### config.mk
export PLATFORM = sky130hd
export DESIGN_NAME = execute_stage
export DESIGN_NICKNAME = d
export VERILOG_FILES = /design/src/rtl/execute_stage.sv
export SDC_FILE = /design/constraint.sdc
export NUM_CORES = 1
export LEC_CHECK = 0
export ABC_AREA = 0
export BUFFER_PORTS_ARGS = -buffer_cell sky130_fd_sc_hd__buf_2
export CORE_ASPECT_RATIO = 1.1
export CORE_MARGIN = 10
export CORE_UTILIZATION = 30
export DETAILED_ROUTE_END_ITERATION = 10
export GPL_ROUTABILITY_DRIVEN = 0
export REMOVE_ABC_BUFFERS = 1
export SETUP_SLACK_MARGIN = 0.3
export SLEW_MARGIN = 20
export SYNTH_ARGS = -nofsm -noshare
export SYNTH_HDL_FRONTEND = slang
export SYNTH_SLANG_ARGS = --single-unit
### constraint.sdc
create_clock -name clock -period 3.8 [get_ports clock]
set_input_delay 0.76 -clock clock [delete_from_list [all_inputs] [get_ports clock]]
set_output_delay 0.76 -clock clock [all_outputs]
set_load 0.01 [all_outputs]
### src/rtl/execute_stage.sv
// ---------------------------------------------------------------------------
// execute_stage
//   EX stage of the 5-stage pipeline. Computes single-cycle ALU results and
//   load/store effective addresses, and runs an iterative 32-step
//   shift-add multiplier / restoring divider for MULT and DIVU. While a
//   multi-cycle op occupies EX, ex_stall_c freezes decode. The EX_MEM_*
//   register is also the EX forwarding source seen by decode.
//
//   Optional build macro: EX_OVF_TRAP_EN
//     Adds the registered output ex_ovf, which pulses for one cycle when
//     ADD/SUB/ADDI overflows (signed); that instruction does not write back.
//
// Ports
//   clock          rising-edge clock
//   reset_n        asynchronous active-low reset
//   mem_stall_c    MEM stalled: hold every EX_MEM_* output
//   ID_EX_nextPC   PC+4 of the instruction in EX
//   ID_EX_A/B      forwarded rs / rt operands
//   ID_EX_imm      immediate, bits [15:0] used
//   ID_EX_rd/rt    R-type / I-type destination
//   ID_EX_op       funct (R-type) or opcode (I-type)
//   EX_MEM_nextPC  pass-through PC+4
//   EX_MEM_valid   result writes a nonzero register
//   EX_MEM_dest    destination register
//   EX_MEM_result  ALU result, product, quotient or effective address
//   EX_MEM_B       store data
//   EX_MEM_op      op pass-through for MEM
//   ex_ovf         (EX_OVF_TRAP_EN only) overflow pulse
//   ex_stall_c     combinational stall request to decode
// ---------------------------------------------------------------------------
module execute_stage #(
  parameter int DATA_W = 32,
  parameter int ITER   = 32
) (
  input  logic              clock,
  input  logic              reset_n,
  input  logic              mem_stall_c,
  input  logic [31:0]       ID_EX_nextPC,
  input  logic [DATA_W-1:0] ID_EX_A,
  input  logic [DATA_W-1:0] ID_EX_B,
  input  logic [31:0]       ID_EX_imm,
  input  logic [4:0]        ID_EX_rd,
  input  logic [4:0]        ID_EX_rt,
  input  logic [5:0]        ID_EX_op,
  output logic [31:0]       EX_MEM_nextPC,
  output logic              EX_MEM_valid,
  output logic [4:0]        EX_MEM_dest,
  output logic [DATA_W-1:0] EX_MEM_result,
  output logic [DATA_W-1:0] EX_MEM_B,
  output logic [5:0]        EX_MEM_op,
`ifdef EX_OVF_TRAP_EN
  output logic              ex_ovf,
`endif
  output logic              ex_stall_c
);

  localparam logic [5:0] OP_ADD  = 6'h20;
  localparam logic [5:0] OP_SUB  = 6'h22;
  localparam logic [5:0] OP_AND  = 6'h24;
  localparam logic [5:0] OP_OR   = 6'h25;
  localparam logic [5:0] OP_SLT  = 6'h2A;
  localparam logic [5:0] OP_ADDI = 6'h08;
  localparam logic [5:0] OP_ORI  = 6'h0D;
  localparam logic [5:0] OP_LW   = 6'h23;
  localparam logic [5:0] OP_SW   = 6'h2B;
  localparam logic [5:0] OP_MULT = 6'h18;
  localparam logic [5:0] OP_DIVU = 6'h1B;

  localparam int CNT_W = $clog2(ITER);

  typedef enum logic [1:0] {IDLE, BUSY, DONE} state_t;

  state_t           state;
  logic [CNT_W-1:0] count;

  logic signed [DATA_W-1:0] a_s_p0;
  logic signed [DATA_W-1:0] b_s_p0;
  logic signed [DATA_W-1:0] imm_sext_p0;
  logic [DATA_W-1:0]        imm_zext_p0;
  logic [DATA_W-1:0]        alu_res_p0;
  logic                     is_rtype_p0;
  logic                     is_itype_p0;
  logic                     writes_p0;
  logic                     muldiv_p0;
  logic [4:0]               dest_p0;
  logic                     vld_p0;
  logic                     unused_imm_hi;

  logic                     is_div_p1;
  logic [DATA_W-1:0]        work_a_p1;
  logic [DATA_W-1:0]        work_b_p1;
  logic [DATA_W-1:0]        acc_p1;
  logic [DATA_W:0]          div_sh_p1;
  logic [DATA_W:0]          div_diff_p1;
  logic [DATA_W-1:0]        mul_add_p1;
  logic [DATA_W-1:0]        md_res_p1;
  logic                     vld_md_p1;

  // Single-cycle ALU; MULT/DIVU/NOP yield zero here.
  function automatic logic [DATA_W-1:0] alu_f(
    input logic [5:0]               op,
    input logic signed [DATA_W-1:0] a,
    input logic signed [DATA_W-1:0] b,
    input logic signed [DATA_W-1:0] imm_s,
    input logic [DATA_W-1:0]        imm_z
  );
    logic [DATA_W-1:0] r;
    case (op)
      OP_ADD:       r = a + b;
      OP_SUB:       r = a - b;
      OP_AND:       r = a & b;
      OP_OR:        r = a | b;
      OP_SLT:       r = {{(DATA_W-1){1'b0}}, (a < b)};
      OP_ADDI:      r = a + imm_s;
      OP_ORI:       r = a | imm_z;
      OP_LW, OP_SW: r = a + imm_s;
      default:      r = '0;
    endcase
    return r;
  endfunction

`ifdef EX_OVF_TRAP_EN
  logic ovf_p0;

  // Signed overflow: operands agree in sign (after negation for SUB) but
  // the wrapped result does not.
  function automatic logic ovf_f(
    input logic [5:0]               op,
    input logic signed [DATA_W-1:0] a,
    input logic signed [DATA_W-1:0] b,
    input logic signed [DATA_W-1:0] imm_s,
    input logic [DATA_W-1:0]        res
  );
    logic o;
    case (op)
      OP_ADD:  o = (a[DATA_W-1] == b[DATA_W-1])     && (res[DATA_W-1] != a[DATA_W-1]);
      OP_SUB:  o = (a[DATA_W-1] != b[DATA_W-1])     && (res[DATA_W-1] != a[DATA_W-1]);
      OP_ADDI: o = (a[DATA_W-1] == imm_s[DATA_W-1]) && (res[DATA_W-1] != a[DATA_W-1]);
      default: o = 1'b0;
    endcase
    return o;
  endfunction
`endif

  // ---- stage p0: decode and single-cycle ALU ----
  assign a_s_p0        = ID_EX_A;
  assign b_s_p0        = ID_EX_B;
  assign imm_sext_p0   = {{(DATA_W-16){ID_EX_imm[15]}}, ID_EX_imm[15:0]};
  assign imm_zext_p0   = {{(DATA_W-16){1'b0}}, ID_EX_imm[15:0]};
  assign unused_imm_hi = ^ID_EX_imm[31:16];

  assign is_rtype_p0 = ID_EX_op inside {OP_ADD, OP_SUB, OP_AND, OP_OR, OP_SLT, OP_MULT, OP_DIVU};
  assign is_itype_p0 = ID_EX_op inside {OP_ADDI, OP_ORI, OP_LW};
  assign writes_p0   = ID_EX_op inside {OP_ADD, OP_SUB, OP_AND, OP_OR, OP_SLT,
                                        OP_ADDI, OP_ORI, OP_MULT, OP_DIVU};
  assign muldiv_p0   = (ID_EX_op == OP_MULT) || (ID_EX_op == OP_DIVU);
  assign dest_p0     = is_rtype_p0 ? ID_EX_rd : (is_itype_p0 ? ID_EX_rt : 5'd0);
  assign alu_res_p0  = alu_f(ID_EX_op, a_s_p0, b_s_p0, imm_sext_p0, imm_zext_p0);

`ifdef EX_OVF_TRAP_EN
  assign ovf_p0 = ovf_f(ID_EX_op, a_s_p0, b_s_p0, imm_sext_p0, alu_res_p0);
  assign vld_p0 = writes_p0 && (dest_p0 != 5'd0) && !ovf_p0;
`else
  assign vld_p0 = writes_p0 && (dest_p0 != 5'd0);
`endif

  // Decode is held while a MULT/DIVU waits to start or iterates; DONE
  // releases it so the next instruction arrives on the result edge.
  assign ex_stall_c = ((state == IDLE) && muldiv_p0) || (state == BUSY);

  // ---- stage p1: iterative multiply / divide ----
  // MULT: acc accumulates work_b (shifted multiplicand) for each set bit of
  // work_a (multiplier, shifted right). DIVU: acc is the partial remainder,
  // work_a shifts the dividend out and the quotient in. A zero divisor
  // never borrows, so the quotient naturally ends as all ones.
  assign div_sh_p1   = {acc_p1, work_a_p1[DATA_W-1]};
  assign div_diff_p1 = div_sh_p1 - {1'b0, work_b_p1};
  assign mul_add_p1  = acc_p1 + (work_a_p1[0] ? work_b_p1 : '0);
  assign md_res_p1   = is_div_p1 ? work_a_p1 : acc_p1;
  assign vld_md_p1   = (ID_EX_rd != 5'd0);

  always_ff @(posedge clock) begin
    if ((state == IDLE) && muldiv_p0 && !mem_stall_c) begin
      is_div_p1 <= (ID_EX_op == OP_DIVU);
      work_a_p1 <= ID_EX_A;
      work_b_p1 <= ID_EX_B;
      acc_p1    <= '0;
    end else if (state == BUSY) begin
      if (is_div_p1) begin
        work_a_p1 <= {work_a_p1[DATA_W-2:0], ~div_diff_p1[DATA_W]};
        acc_p1    <= div_diff_p1[DATA_W] ? div_sh_p1[DATA_W-1:0] : div_diff_p1[DATA_W-1:0];
      end else begin
        acc_p1    <= mul_add_p1;
        work_a_p1 <= work_a_p1 >> 1;
        work_b_p1 <= work_b_p1 << 1;
      end
    end
  end

  // ---- EX/MEM boundary: control FSM and output register ----
  always_ff @(posedge clock or negedge reset_n) begin
    if (!reset_n) begin
      state         <= IDLE;
      count         <= '0;
      EX_MEM_nextPC <= '0;
      EX_MEM_valid  <= 1'b0;
      EX_MEM_dest   <= '0;
      EX_MEM_result <= '0;
      EX_MEM_B      <= '0;
      EX_MEM_op     <= '0;
`ifdef EX_OVF_TRAP_EN
      ex_ovf        <= 1'b0;
`endif
    end else begin
`ifdef EX_OVF_TRAP_EN
      ex_ovf <= 1'b0;
`endif
      case (state)
        IDLE: begin
          if (!mem_stall_c) begin
            if (muldiv_p0) begin
              // Start iterating; the slot meanwhile carries a bubble.
              state        <= BUSY;
              count        <= '0;
              EX_MEM_valid <= 1'b0;
            end else begin
              EX_MEM_nextPC <= ID_EX_nextPC;
              EX_MEM_valid  <= vld_p0;
              EX_MEM_dest   <= dest_p0;
              EX_MEM_result <= alu_res_p0;
              EX_MEM_B      <= ID_EX_B;
              EX_MEM_op     <= ID_EX_op;
`ifdef EX_OVF_TRAP_EN
              ex_ovf        <= ovf_p0;
`endif
            end
          end
        end
        BUSY: begin
          if (!mem_stall_c) begin
            EX_MEM_valid <= 1'b0;
          end
          count <= count + CNT_W'(1);
          if (count == CNT_W'(ITER-1)) begin
            state <= DONE;
          end
        end
        DONE: begin
          if (!mem_stall_c) begin
            EX_MEM_nextPC <= ID_EX_nextPC;
            EX_MEM_valid  <= vld_md_p1;
            EX_MEM_dest   <= ID_EX_rd;
            EX_MEM_result <= md_res_p1;
            EX_MEM_B      <= ID_EX_B;
            EX_MEM_op     <= ID_EX_op;
            state         <= IDLE;
          end
        end
        default: state <= IDLE;
      endcase
    end
  end

endmodule

# [Word level (Yosys, flattened, before mapping)]
# Index checks and enable logic that the tools add are counted.
[totals] mem_bits_rw=0 word_cells=112 mem_count=0 out_inout_bits=109 latchBits=0 ff_bits=212 rom_bits=0
[classes] shift=0 div=0 n_mul=0 order_cmp=1 eq_ne=21 addsub=6 n_bitwise=4 n_reduce_logical=22 muxes=46
[ops] op="$mux 32" n=19
[ops] op="$pmux 32 s7" n=1
[ops] op="$pmux 32 s2" n=3
[ops] op="$add 32x32->32" n=2
[ops] op="$eq 6x6->1 const B" n=7
[ops] op="$mux 5" n=7
[ops] op="$sub 33x32->33" n=1
[ops] op="$add 32x16->32" n=1
[ops] op="$and 32x32->32" n=1
[ops] op="$lt 32x32->1" n=1
[ops] op="$or 32x16->32" n=1
[ops] op="$or 32x32->32" n=1
[ops] op="$sub 32x32->32" n=1
[ops] op="$pmux 5 s2" n=2
[ops] op="$mux 6" n=3
[ops] op="$eq 6x4->1 const B" n=2
[ops] op="$eq 6x5->1 const B" n=2
[ops] op="$pmux 6 s2" n=1
[ops] op="$reduce_and 4->1" n=3
[ops] op="$ne 2x2->1 const B" n=5
[ops] op="$reduce_bool 5->1" n=2
[ops] op="$reduce_bool 9->1" n=1
[ops] op="$mux 2" n=4
[ops] op="$reduce_bool 7->1" n=1
[ops] op="18 further kinds" n=28

# [Logic depth before layout (Yosys ltp)]
[logic_depth] depth_word=9 ltp_mapped=20 depth_no_buf=18

# [Worst setup path after synthesis]
# Ideal clock, no wire load.
[synth_timing] path_kind="input port to flip-flop" start="input ID_EX_op[1]" end="register EX_MEM_result[28]" setup_ns=0.140 path_stages=19 arrival_ns=4.271 slack_ns=-0.611 n_path_buf=3 cell_sequence="clkbuf_1 > and3_1 > o21ai_0 > inv_1 > clkbuf_1 > clkbuf_1 > o21ai_0 > ha_1 > fa_1 > nand3_1 > nand2_1 > a211oi_1 > a31oi_1 > o211ai_1 > o21ai_0 > a21oi_1 > xnor2_1 > a221oi_1 > o221ai_1"
[synth_between] elab_chain_len=6 word_cells_on_any_way=19 classes_between="12 x eq/ne; 4 x mux; 3 x reduce/logical"
[synth_lines] element="start, declared" line_no="44" rtl="input logic [5:0] ID_EX_op,"
[synth_lines] element="$eq 6x6->1 or $eq 6x4->1 (tied branches)" line_no="108" rtl="case (op)"
[synth_lines] element="$reduce_or 3->1 (no source line)"
[synth_lines] element="$pmux 32 s7" line_no="108"
[synth_lines] element="$mux 32" line_no="221" rtl="if (muldiv_p0) begin"
[synth_lines] element="$mux 32" line_no="220" rtl="if (!mem_stall_c) begin"
[synth_lines] element="$pmux 32 s2" line_no="218" rtl="case (state)"
[synth_lines] element="end signal, assigned" line_no="230" rtl="EX_MEM_result <= alu_res_p0;"
[synth_lines] element="end signal, assigned" line_no="253" rtl="EX_MEM_result <= md_res_p1;"
[synth_lines] element="end, declared" line_no="48" rtl="output logic [DATA_W-1:0] EX_MEM_result,"
# Several ways; a longest one is shown, not always the timed one. The select of a mux whose other input is x is not followed.
# A chain may end at the register's enable or synchronous reset.

# [Final worst setup path]
[layout_timing] start="input ID_EX_op[1]" end="register EX_MEM_result[29]"
# Same word-level chain as after synthesis.

==> metrics.csv <==
metric,value,unit
status,completed,
combPwrFrac,0.589,
async_reset_ff_frac,0.542,
worst_slack,209,ps
drt_iter0_drc,1378,
gr-total-overflow,0,
area_growth,28.5,%
drive_gt1_frac,0.246,
io_buffers,239,
p_leak,11.0,nW
io_pins,256,
synth_edf_count,65,
yosysWarnings,0,
yosys.area_share.simple,0.156,
final_cell_mix,"344 x nand2_1, 240 x o21ai_0, 235 x buf_2",
grt_max_degree,64,
synth_ff_type,dfrtp_1,
wl_per_cell,18.9,um
pwr-share-seq,0.255,
netlist_instances,2274,
worst_setup_path_start_kind,input pin,
first_pass_iters,5,
routed_wl,66.4,mm
p_per_area,658,mW/mm^2
muxShareOfSynthArea,0.0484,
rows,95,
p_sw,6.86,mW
cts_root_buf,clkbuf_16,
synth_compound_area_frac,0.254,
worst-setup-path-type,input pin to flip-flop,
dp_slack,-699,ps
synth_fa_ha_area_frac,0.141,
syn_area,0.0186,mm^2
min_path_type,input pin to asynchronous set/reset pin,
dp_cells,3420,
grt_setup_unrepaired,true,
timing.fmax,279,MHz
clock_sinks,212,
fin_nets,3010,
antenna_found_initial,15,
vias,18100,
worstSkewPairLatency,550,ps
final_area,0.0238,mm^2
p_int,8.81,mW
final_common_cell,nand2_1,
chipHeight,281,um
synthXorXnorAreaFrac,0.0533,
grt_pass1_vias,17700,
finClkSkew,11.3,ps
fin_cells,3505,
tightest_slew,805,ps
crit_required,4220,ps
clock_power_share,0.155,
cts_tree,built,
swShare,0.438,
grt_pass1_wl,101,mm
slew_violations,0,
die_area,0.0722,mm^2
setup_viol,0,
dieWidth,257,um
end_kind,flip-flop,
dp_hpwl,51.6,mm
final_antenna_net_count,0,
ys_ff_latch,212,
fin_crit_sh,0.945,
slew_headroom,0.463,
cts_hold_buf,0,
worstPathArrival,4010,ps
clk_pin_slew_worst_paths,60,ps
start_util,0.303,
track_usage,0.174,
synth_top_family_by_area,compound AO/OA/AOI/OAI gates,
postSynthAreaPerCell,8.16,um^2
core-area,0.0612,mm^2
ys_seq_area_frac,0.295,
cts_buffers,24,
h-tree-depth,1,
cts_max_path_buffers,3,
hold_viol_final,0,
ir_worst_vdd,0.000335,V
post_dp_cell_area,0.0219,mm^2
vias_per_cell,5.16,
final_util,0.389,
ys_types,85,
path_max_fanout,8,
fin_crit,3590,ps
cap_viol_max_count,0,
drc,0,
-- path summary, 6_finish.rpt --
path	from	endpoint	slack, ps	cells past startpoint
max	ID_EX_op[1]	EX_MEM_result[29]$_DFFE_PN0P_	210	20
min in group clock	ID_EX_nextPC[9]	EX_MEM_nextPC[9]$_DFFE_PN0P_	400	3
min	reset_n	EX_MEM_B[9]$_DFFE_PN0P_	140	1
max in group asynchronous	reset_n	count[2]$_DFFE_PN0P_	2850	2
min reg2reg	EX_MEM_nextPC[8]$_DFFE_PN0P_	EX_MEM_nextPC[8]$_DFFE_PN0P_	470	2
max reg2reg	work_a_p1[31]$_DFFE_PP_	acc_p1[5]$_SDFFE_PP0P_	320	17
-- registers in the layout, summed over array words and instances, names as in the netlist, 2 cells and up --
| register | cells |
|---|---|
| EX_MEM_dest | 5 |
| count | 5 |
| EX_MEM_result | 32 |
| state | 2 |
| EX_MEM_op | 6 |
| work_a_p1 | 32 |
| EX_MEM_B | 32 |
| EX_MEM_nextPC | 32 |
| work_b_p1 | 32 |
| acc_p1 | 32 |
-- through the flow --
| step | power, mW | hold slack, ps | TNS, ps |
|---|---|---|---|
| final | 15.7 | 144 | 0 |
| after global routing | 16.9 | 186 | 0 |
| after CTS | 15.1 | 166 | 0 |
| after detailed placement | 12.3 | 457 | -12580 |
| after global placement | 12.3 | 452 | -11760 |
| after floorplan | 9.48 | 464 | -82420 |
-- area by class of cell --
type / count / area [um^2]
Sequential cell: 212 / 5470
Clock inverter: 13 / 98.8
Inverter: 151 / 568
Tap cell: 824 / 1030
Timing Repair Buffer: 458 / 3090
Fill cell: 6243 / 37400
Clock buffer: 31 / 711
Antenna cell: 7 / 17.5
Multi-Input combinational cell: 1809 / 12800
-- Yosys cell counts, types with 4 or more instances --
cell       instances  area share
nand2_1          357       0.072
o21ai_0          256       0.069
ha_1             203        0.14
a21oi_1          155       0.042
inv_1            151       0.031
dfrtp_1          115        0.16
nor2_1           113       0.023
clkbuf_1          89       0.018
xnor2_1           74       0.035
edfxtp_1          65        0.11
mux2i_1           47       0.025
xor2_1            37       0.017
a21o_1            36       0.015
and2_1            35       0.012
o21ai_1           34      0.0092
dfxtp_1           32       0.035
a221oi_1          28       0.013
a211oi_1          27       0.011
nor3_1            27      0.0073
and3_1            25      0.0084
mux2_2            25       0.015
a31oi_1           24      0.0081
nand3_1           23      0.0062
o21bai_1          23      0.0093
o211ai_1          19      0.0077
o21a_1            19      0.0077
o221ai_1          18      0.0085
a22oi_1           17      0.0069
nand2b_1          17      0.0057
nor2b_1           17      0.0057
o31ai_1           14      0.0057
mux2_1            13      0.0079
nand4_1           12      0.0040
or3_1             11      0.0037
a31o_1             8      0.0038
buf_1              7      0.0014
o22ai_1            6      0.0020
a2111oi_0          5      0.0024
a21boi_0           5      0.0020
a221o_1            5      0.0027
a311oi_1           5      0.0024
nor4_1             5      0.0017
and4_1             4      0.0019
buf_2              4      0.0011
fa_1               4      0.0043
-- layer usage --
metal,track usage,up-vias,share of wire
met5,0,-,0.00066
met3,0.0231,117,0.053
met4,0.0783,10,0.043
met1,0.220,8508,0.44
li1,-,8902,-
met2,0.291,542,0.46
-- logic make-up (layout without fill, tap and decap cells) --
family	count (synthesis)	count (layout)
muxes	85	85
xor gates and xnor gates	112	112
AOI/OAI and AO/OA	747	747
and+or+nand+nor	658	658
adders and majority gates	207	207
buffers and inverters	253	653
DFF	212	212
other	0	7
-- power by group through the flow --
stage	combinational, mW	clock, mW	sequential [mW]
after floorplan	5.43	0	4.06
after global placement	8.28	0	4.01
after detailed placement	8.30	0	4.02
after CTS	8.64	2.47	3.98
after global routing	10.2	2.55	4.11
final	9.23	2.44	4.00
-- critical path, cell delays in order --
cell	delay, ps
buf_8	100
and3_4	180
o21ai_4	160
inv_2	60
buf_12	150
nand2_4	80
o21ai_4	50
ha_1	320
a211oi_2	220
o21bai_1	110
a21oi_2	160
a21o_1	210
o311ai_2	130
buf_4	170
a311o_1	350
buf_6	150
a31oi_4	190
xnor2_2	90
a221oi_2	230
o21ai_1	100
-- what timing repair did --
action,CTS,global route
buffers inserted,19,14
pin swaps,43,71
endpoints found under the setup margin,45,43
resized for setup,88,101
cloned,1,0
No activity file was read; power rests on OpenSTA's default activity.
